### src/rtl/serial_adder_ctrl_if.sv
`default_nettype none
// ============================================================================
// Module      : serial_adder_ctrl_if
// Description : Request/result bundle for the bit-serial adder controller.
//               The sub select is present only when SERIAL_ADDER_SUB_EN is
//               defined.
// Revision    : 1.0 - initial release
// ============================================================================
interface serial_adder_ctrl_if #(
    parameter int WIDTH = 8
);
    logic             start;
    logic [WIDTH-1:0] a;
    logic [WIDTH-1:0] b;
    logic             cin;
`ifdef SERIAL_ADDER_SUB_EN
    logic             sub;
`endif
    logic             busy;
    logic             done;
    logic [WIDTH-1:0] sum;
    logic             cout;

`ifdef SERIAL_ADDER_SUB_EN
    modport master (output start, a, b, cin, sub, input busy, done, sum, cout);
    modport slave  (input start, a, b, cin, sub, output busy, done, sum, cout);
`else
    modport master (output start, a, b, cin, input busy, done, sum, cout);
    modport slave  (input start, a, b, cin, output busy, done, sum, cout);
`endif
endinterface
`default_nettype wire

### src/rtl/serial_adder_ctrl.sv
`default_nettype none
// ============================================================================
// Module      : serial_adder_ctrl
// Description : Bit-serial adder. Adds two WIDTH-bit operands LSB first, one
//               bit per clock, using one carry flop and two shift registers.
//               Result is published with a one-cycle done pulse.
//               Optional macro SERIAL_ADDER_SUB_EN adds a subtract select.
// Revision    : 1.0 - initial release
// ============================================================================
module serial_adder_ctrl #(
    parameter int WIDTH = 8
) (
    input  logic              clk,
    input  logic              rst,
    serial_adder_ctrl_if.slave bus
);
    // Counter only needs to reach WIDTH-1, so clog2(WIDTH) bits suffice.
    localparam int c_cnt_w = (WIDTH > 1) ? $clog2(WIDTH) : 1;
    localparam logic [c_cnt_w-1:0] c_last = c_cnt_w'(WIDTH - 1);

    localparam logic [1:0] c_st_idle   = 2'd0;
    localparam logic [1:0] c_st_shift  = 2'd1;
    localparam logic [1:0] c_st_finish = 2'd2;

    logic [1:0]         r_state;
    logic [WIDTH-1:0]   r_sha;
    logic [WIDTH-1:0]   r_shb;
    logic               r_carry;
    logic [c_cnt_w-1:0] r_cnt;
    logic               r_busy;
    logic               r_done;
    logic [WIDTH-1:0]   r_sum;
    logic               r_cout;

    logic [WIDTH-1:0]   w_b_load;
    logic               w_c_load;
    logic               w_s;
    logic               w_maj;

    // Subtraction is a + ~b + 1, so only the loaded B and carry change.
`ifdef SERIAL_ADDER_SUB_EN
    assign w_b_load = bus.sub ? ~bus.b : bus.b;
    assign w_c_load = bus.sub ? 1'b1   : bus.cin;
`else
    assign w_b_load = bus.b;
    assign w_c_load = bus.cin;
`endif

    // Full-adder slice on the current LSBs.
    assign w_s   = r_sha[0] ^ r_shb[0] ^ r_carry;
    assign w_maj = (r_sha[0] & r_shb[0]) | (r_sha[0] & r_carry) | (r_shb[0] & r_carry);

    // Sequencer: load in IDLE, WIDTH shift edges, publish in FINISH.
    always_ff @(posedge clk) begin
        if (rst) begin
            r_state <= c_st_idle;
            r_sha   <= '0;
            r_shb   <= '0;
            r_carry <= 1'b0;
            r_cnt   <= '0;
            r_busy  <= 1'b0;
            r_done  <= 1'b0;
            r_sum   <= '0;
            r_cout  <= 1'b0;
        end else begin
            r_done <= 1'b0;
            case (r_state)
                c_st_idle: begin
                    if (bus.start) begin
                        r_sha   <= bus.a;
                        r_shb   <= w_b_load;
                        r_carry <= w_c_load;
                        r_cnt   <= '0;
                        r_busy  <= 1'b1;
                        r_state <= c_st_shift;
                    end
                end
                c_st_shift: begin
                    // Result bits enter at the MSB and migrate down into place.
                    r_sha   <= {w_s, r_sha[WIDTH-1:1]};
                    r_shb   <= {1'b0, r_shb[WIDTH-1:1]};
                    r_carry <= w_maj;
                    r_cnt   <= r_cnt + 1'b1;
                    if (r_cnt == c_last) begin
                        r_state <= c_st_finish;
                    end
                end
                c_st_finish: begin
                    r_sum   <= r_sha;
                    r_cout  <= r_carry;
                    r_done  <= 1'b1;
                    r_busy  <= 1'b0;
                    r_state <= c_st_idle;
                end
                default: begin
                    r_busy  <= 1'b0;
                    r_state <= c_st_idle;
                end
            endcase
        end
    end

    assign bus.busy = r_busy;
    assign bus.done = r_done;
    assign bus.sum  = r_sum;
    assign bus.cout = r_cout;

endmodule
`default_nettype wire

### src/flat_wrapper.sv
// flat-port wrapper written by rule: the top's interface ports become plain ports
module serial_adder_ctrl_flat 
#(
    parameter int WIDTH = 8
)
  (clk, rst, bus_start, bus_a, bus_b, bus_cin, bus_busy, bus_done, bus_sum, bus_cout);
  serial_adder_ctrl_if #(.WIDTH(WIDTH)) bus_i ();
  input  logic clk;
  input  logic rst;
  input wire logic [$bits(bus_i.start)-1:0] bus_start;
  input wire logic [$bits(bus_i.a)-1:0] bus_a;
  input wire logic [$bits(bus_i.b)-1:0] bus_b;
  input wire logic [$bits(bus_i.cin)-1:0] bus_cin;
  output wire logic [$bits(bus_i.busy)-1:0] bus_busy;
  output wire logic [$bits(bus_i.done)-1:0] bus_done;
  output wire logic [$bits(bus_i.sum)-1:0] bus_sum;
  output wire logic [$bits(bus_i.cout)-1:0] bus_cout;
  assign bus_i.start = bus_start;
  assign bus_i.a = bus_a;
  assign bus_i.b = bus_b;
  assign bus_i.cin = bus_cin;
  assign bus_busy = bus_i.busy;
  assign bus_done = bus_i.done;
  assign bus_sum = bus_i.sum;
  assign bus_cout = bus_i.cout;
  serial_adder_ctrl #(.WIDTH(WIDTH)) u_core (.clk(clk), .rst(rst), .bus(bus_i));
endmodule
### config.mk
export PLATFORM = sky130hd
export DESIGN_NAME = serial_adder_ctrl_flat
export DESIGN_NICKNAME = d
export VERILOG_FILES = /design/src/rtl/serial_adder_ctrl_if.sv /design/src/rtl/serial_adder_ctrl.sv /design/src/flat_wrapper.sv
export SDC_FILE = /design/constraint.sdc
export NUM_CORES = 1
export LEC_CHECK = 0
export ABC_AREA = 0
export BUFFER_PORTS_ARGS = -buffer_cell sky130_fd_sc_hd__buf_2
export CAP_MARGIN = 20
export CELL_PAD_IN_SITES_DETAIL_PLACEMENT = 0
export CELL_PAD_IN_SITES_GLOBAL_PLACEMENT = 1
export CORE_ASPECT_RATIO = 1.5
export CORE_MARGIN = 2
export CORE_UTILIZATION = 40
export CTS_BUF_LIST = sky130_fd_sc_hd__clkbuf_4 sky130_fd_sc_hd__clkbuf_8
export DETAILED_ROUTE_END_ITERATION = 10
export HOLD_SLACK_MARGIN = 0.03
export PLACE_DENSITY_LB_ADDON = 0.1
export SYNTH_ARGS = -nofsm -noshare
export SYNTH_HDL_FRONTEND = slang
export SYNTH_SLANG_ARGS = --single-unit
### constraint.sdc
create_clock -name clk -period 1.84 [get_ports clk]
set_clock_uncertainty 0.15 [all_clocks]
set_input_delay 0.184 -clock clk [delete_from_list [all_inputs] [get_ports clk]]
set_output_delay 0.184 -clock clk [all_outputs]
set_load 0.03 [all_outputs]
==> run summary <==
ROUTING
--------------------------------------------------------------------------------------------------
Final routed DRC violation total                                                                 0
Via count normalized by instance count                                                       4.862
Per-cell routed wire length                                                               11.79 um
Number of DRC markers in iteration 0                                                            34
Number of nets with antenna violations after detailed routing                                    0
Detailed-route via count                                                                      1128
Drt pass-1 iters                                                                                 4
WL final                                                                                   2735 um

WORST HOLD PATH
--------------------------------------------------------------------------------------------------
Type of the worst min-delay path                                                      input port to register
Hold Crit Depth                                                                                  3
Hold Crit Endpoint                                                                    u_core.r_shb[6]
HP Start                                                                                  bus_b[6]

CLOCK TREE
--------------------------------------------------------------------------------------------------
Number of clock buffers inserted by TritonCTS                                                    5
Number of hold buffers added after CTS                                                           0
CTS max path bufs                                                                                2
Number of clock sinks                                                                           33
CTS tree                                                                                     built
Insertion delay to the later sink of the worst-skew pair                                   0.28 ns
Deepest level of the CTS H-tree                                                                  2
Clock transition time at the flip-flop clock pins of the worst setup and hold paths        0.06 ns
Clock root buffer master                                                                  clkbuf_8

LAYOUT
--------------------------------------------------------------------------------------------------
Fin util                                                                                    49.29%
Nets                                                                                           215
Fraction of layout instances using a drive strength above 1                                 23.44%
Post-Layout Cell Count                                                                         232
P&R area growth vs syn                                                                      16.39%
Diodes inserted                                                                                  0

CRITICAL PATH
--------------------------------------------------------------------------------------------------
Buffers plus inverters on the worst setup path                                                   0
Cell at the slowest stage of the critical path                                              or3b_2
Worst setup SP type                                                                       register
R2R Path End                                                                          u_core.r_sha[5]
Nature of the critical path endpoint                                                      register
Worst-path cell chain                                                                 or3b_2 -> nor2_1 -> nor4_1
FF-to-FF Start                                                                        u_core.r_state[0]
Family of cells with the greatest summed delay on the critical path                   simple AND/OR/NAND/NOR gates
Cells on worst reg2reg path                                                                      3
Data arrival time of the worst path                                                        1.59 ns
Type of the worst setup path                                                          register to register
Critical path depth in cells                                                                     3
Setup slack, reg-to-reg                                                                    0.23 ns
Max stage delay on crit path                                                               0.68 ns
Highest net fanout along the worst path                                                         16
Required @ worst endpoint                                                                  1.83 ns

POWER
--------------------------------------------------------------------------------------------------
Switching share of total power                                                              23.82%
Net switching power                                                                      0.3524 mW
Pint                                                                                      1.127 mW
Leakage power figure                                                                     0.6993 nW
Power density over cell area                                                          940.8 mW/mm^2
Combinational share of power                                                                  9.6%
Relative contribution of sequential cells to total power                                     53.2%
Maximum vdd ir drop                                                                      0.5270 mV
Part of the power in the clock network                                                       37.1%

OUTCOME
--------------------------------------------------------------------------------------------------
Status                                                                                finished, final reports clean

STA
--------------------------------------------------------------------------------------------------
Final setup vio count                                                                            0
Fraction of the cycle the final worst path needs                                            87.24%
Final-report max-slew violation count                                                            0
Min Tclk post-route                                                                       1.605 ns
Pin slew with the least headroom to its limit                                            0.5810 ns
Setup repair after global routing missed its margin                                             no
Post-route setup TNS                                                                          0 ns
Number of hold violations in the final report                                                    0
Max-Slew Margin vs Limit                                                                    61.26%
Top achievable clock speed                                                              0.6230 GHz

GLOBAL ROUTE
--------------------------------------------------------------------------------------------------
Number of antenna violations at the first check in global routing                                0
Leftover overflow at the end of global routing                                                   0
Largest net degree at the start of global routing                                               34
Overall routing resource usage                                                              16.22%
Wire length of the first global-routing pass                                               4616 um
Vias in the first global route                                                                1063

PLACEMENT
--------------------------------------------------------------------------------------------------
Post-detail-place hpwl                                                                     1902 um
Placed cell count                                                                              225
Placer Congestion                                                                           0.7723
Number of port buffers                                                                          30

LOGIC SYNTHESIS
--------------------------------------------------------------------------------------------------
Mapped Avg Cell Area                                                                   8.190 sq um
Share of synthesized area occupied by flip-flops and latches                                48.89%
Total nets after synthesis                                                                     188
Synthesized instance count                                                                     165
Post-synth top flop                                                                        dfxtp_1
Number of flops mapped to enable cells by yosys                                                  0
Number of distinct standard cells referenced by the synthesized netlist                         25
Area share of the largest cell type after synthesis                                         48.89%
Post-synthesis cell type with the largest combined area                                    dfxtp_1
Share of flip-flops with an asynchronous set or reset after synthesis                           0%
Most frequently used cell type in the post-synthesis netlist                                nor2_1
Largest cells by area after synthesis                                                 dfxtp_1, nor2_1, nor4_1
Most common library cells after synthesis                                             nor2_1, dfxtp_1, nand2_1
Post-synthesis cell area                                                              0.001351 sq mm
Yosys warning total                                                                              0
Number of register bits inferred by synthesis                                                   33

FLOORPLANNING
--------------------------------------------------------------------------------------------------
I/O pin count                                                                                   31
Initial Util                                                                                42.35%
Die Height                                                                                75.19 um
Std-Cell Rows                                                                                   25
Total Die Area                                                                        0.003869 sq mm
Placeable core area                                                                   0.003191 sq mm
Die X-Extent                                                                              51.46 um

JOB
--------------------------------------------------------------------------------------------------
Max Cap Viol                                                                                     0

[through the flow]
stage | hold slack [ns] | setup slack, ns | cell area [sq um] | power (mW)
after detailed placement | 0.2935 | 0.1813 | 1483 | 0.9487
after floorplan | 0.2073 | 0.5149 | 1351 | 0.9114
after global placement | 0.2881 | 0.2625 | 1483 | 0.9417
final | 0.03420 | 0.2348 | 1573 | 1.480
after global routing | 0.03787 | 0.1218 | 1573 | 1.550
after CTS | 0.03039 | 0.1637 | 1573 | 1.501
[how the worst max path moves through the flow]
stage / start / to
6_report: u_core.r_state[0] / u_core.r_sha[5]
4_1_cts: u_core.r_state[0] / u_core.r_shb[0]
3_5_place_dp: u_core.r_state[0] / u_core.r_sha[1]
3_3_place_gp: u_core.r_state[0] / u_core.r_sha[6]
2_1_floorplan: u_core.r_state[0] / u_core.r_shb[3]
5_1_grt: u_core.r_state[0] / u_core.r_sha[1]
[area by class of cell]
cell class	count	area [sq um]
Inverter	1	3.754
Multi-Input combinational cell	117	588.1
Fill cell	338	1618
Sequential cell	33	660.6
Clock buffer	7	90.09
Timing Repair Buffer	34	180.2
Tap cell	40	50.05
[flip-flops by register name, indices dropped and copies added, names as in the netlist]
signal	count
u_core.bus.busy	1
u_core.bus.done	1
u_core.r_cnt	3
u_core.bus.sum	8
u_core.r_state	2
u_core.r_shb	8
u_core.bus.cout	1
u_core.r_sha	8
u_core.r_carry	1
[cells by family (layout without fill, tap and decap cells)]
logic type	Yosys count	count (layout)	synth area share (%)
simple gates	96	96	31.48
flops	33	33	48.89
compound gates	18	18	8.703
buf+inv	15	42	7.591
fa+ha+maj	3	3	3.333
[placed cells by master (no fill, tap or decap), drive strengths merged]
cell type	instances
nor2	54
buf	34
dfxtp	33
nand2	19
nor4	16
a21oi	11
clkbuf	7
nand2b	2
nor2b	2
a22oi	2
ha	2
nor3b	1
or3b	1
o21ba	1
a32oi	1
a2111oi	1
inv	1
nor3	1
o21bai	1
a211oi	1
fa	1
[power groups by stage]
| stage | combinational [mW] | clock, mW | sequential, mW |
|---|---|---|---|
| after floorplan | 0.117 | 0 | 0.795 |
| after global placement | 0.140 | 0 | 0.802 |
| after detailed placement | 0.145 | 0 | 0.804 |
| after CTS | 0.145 | 0.568 | 0.788 |
| after global routing | 0.167 | 0.591 | 0.792 |
| final | 0.143 | 0.550 | 0.787 |
[what timing repair did]
action	CTS	global route
gates resized for setup	0	1
buffers inserted	0	0
setup endpoints to repair	0	2
endpoints found under the hold margin	0	0
[metal layers]
metal | global-route usage (%) | part of all wire, %
met1 | 18.32 | 45
met2 | 27.78 | 49
met3 | 5.357 | 4.6
met4 | 7.018 | 1.2
met5 | 0 | 0
[tightest hold or removal path, stage by stage]
cell    delay, ns
buf_2        0.10
nor2_2       0.09
nor4_1       0.05
No activity file was read; power rests on OpenSTA's default activity.
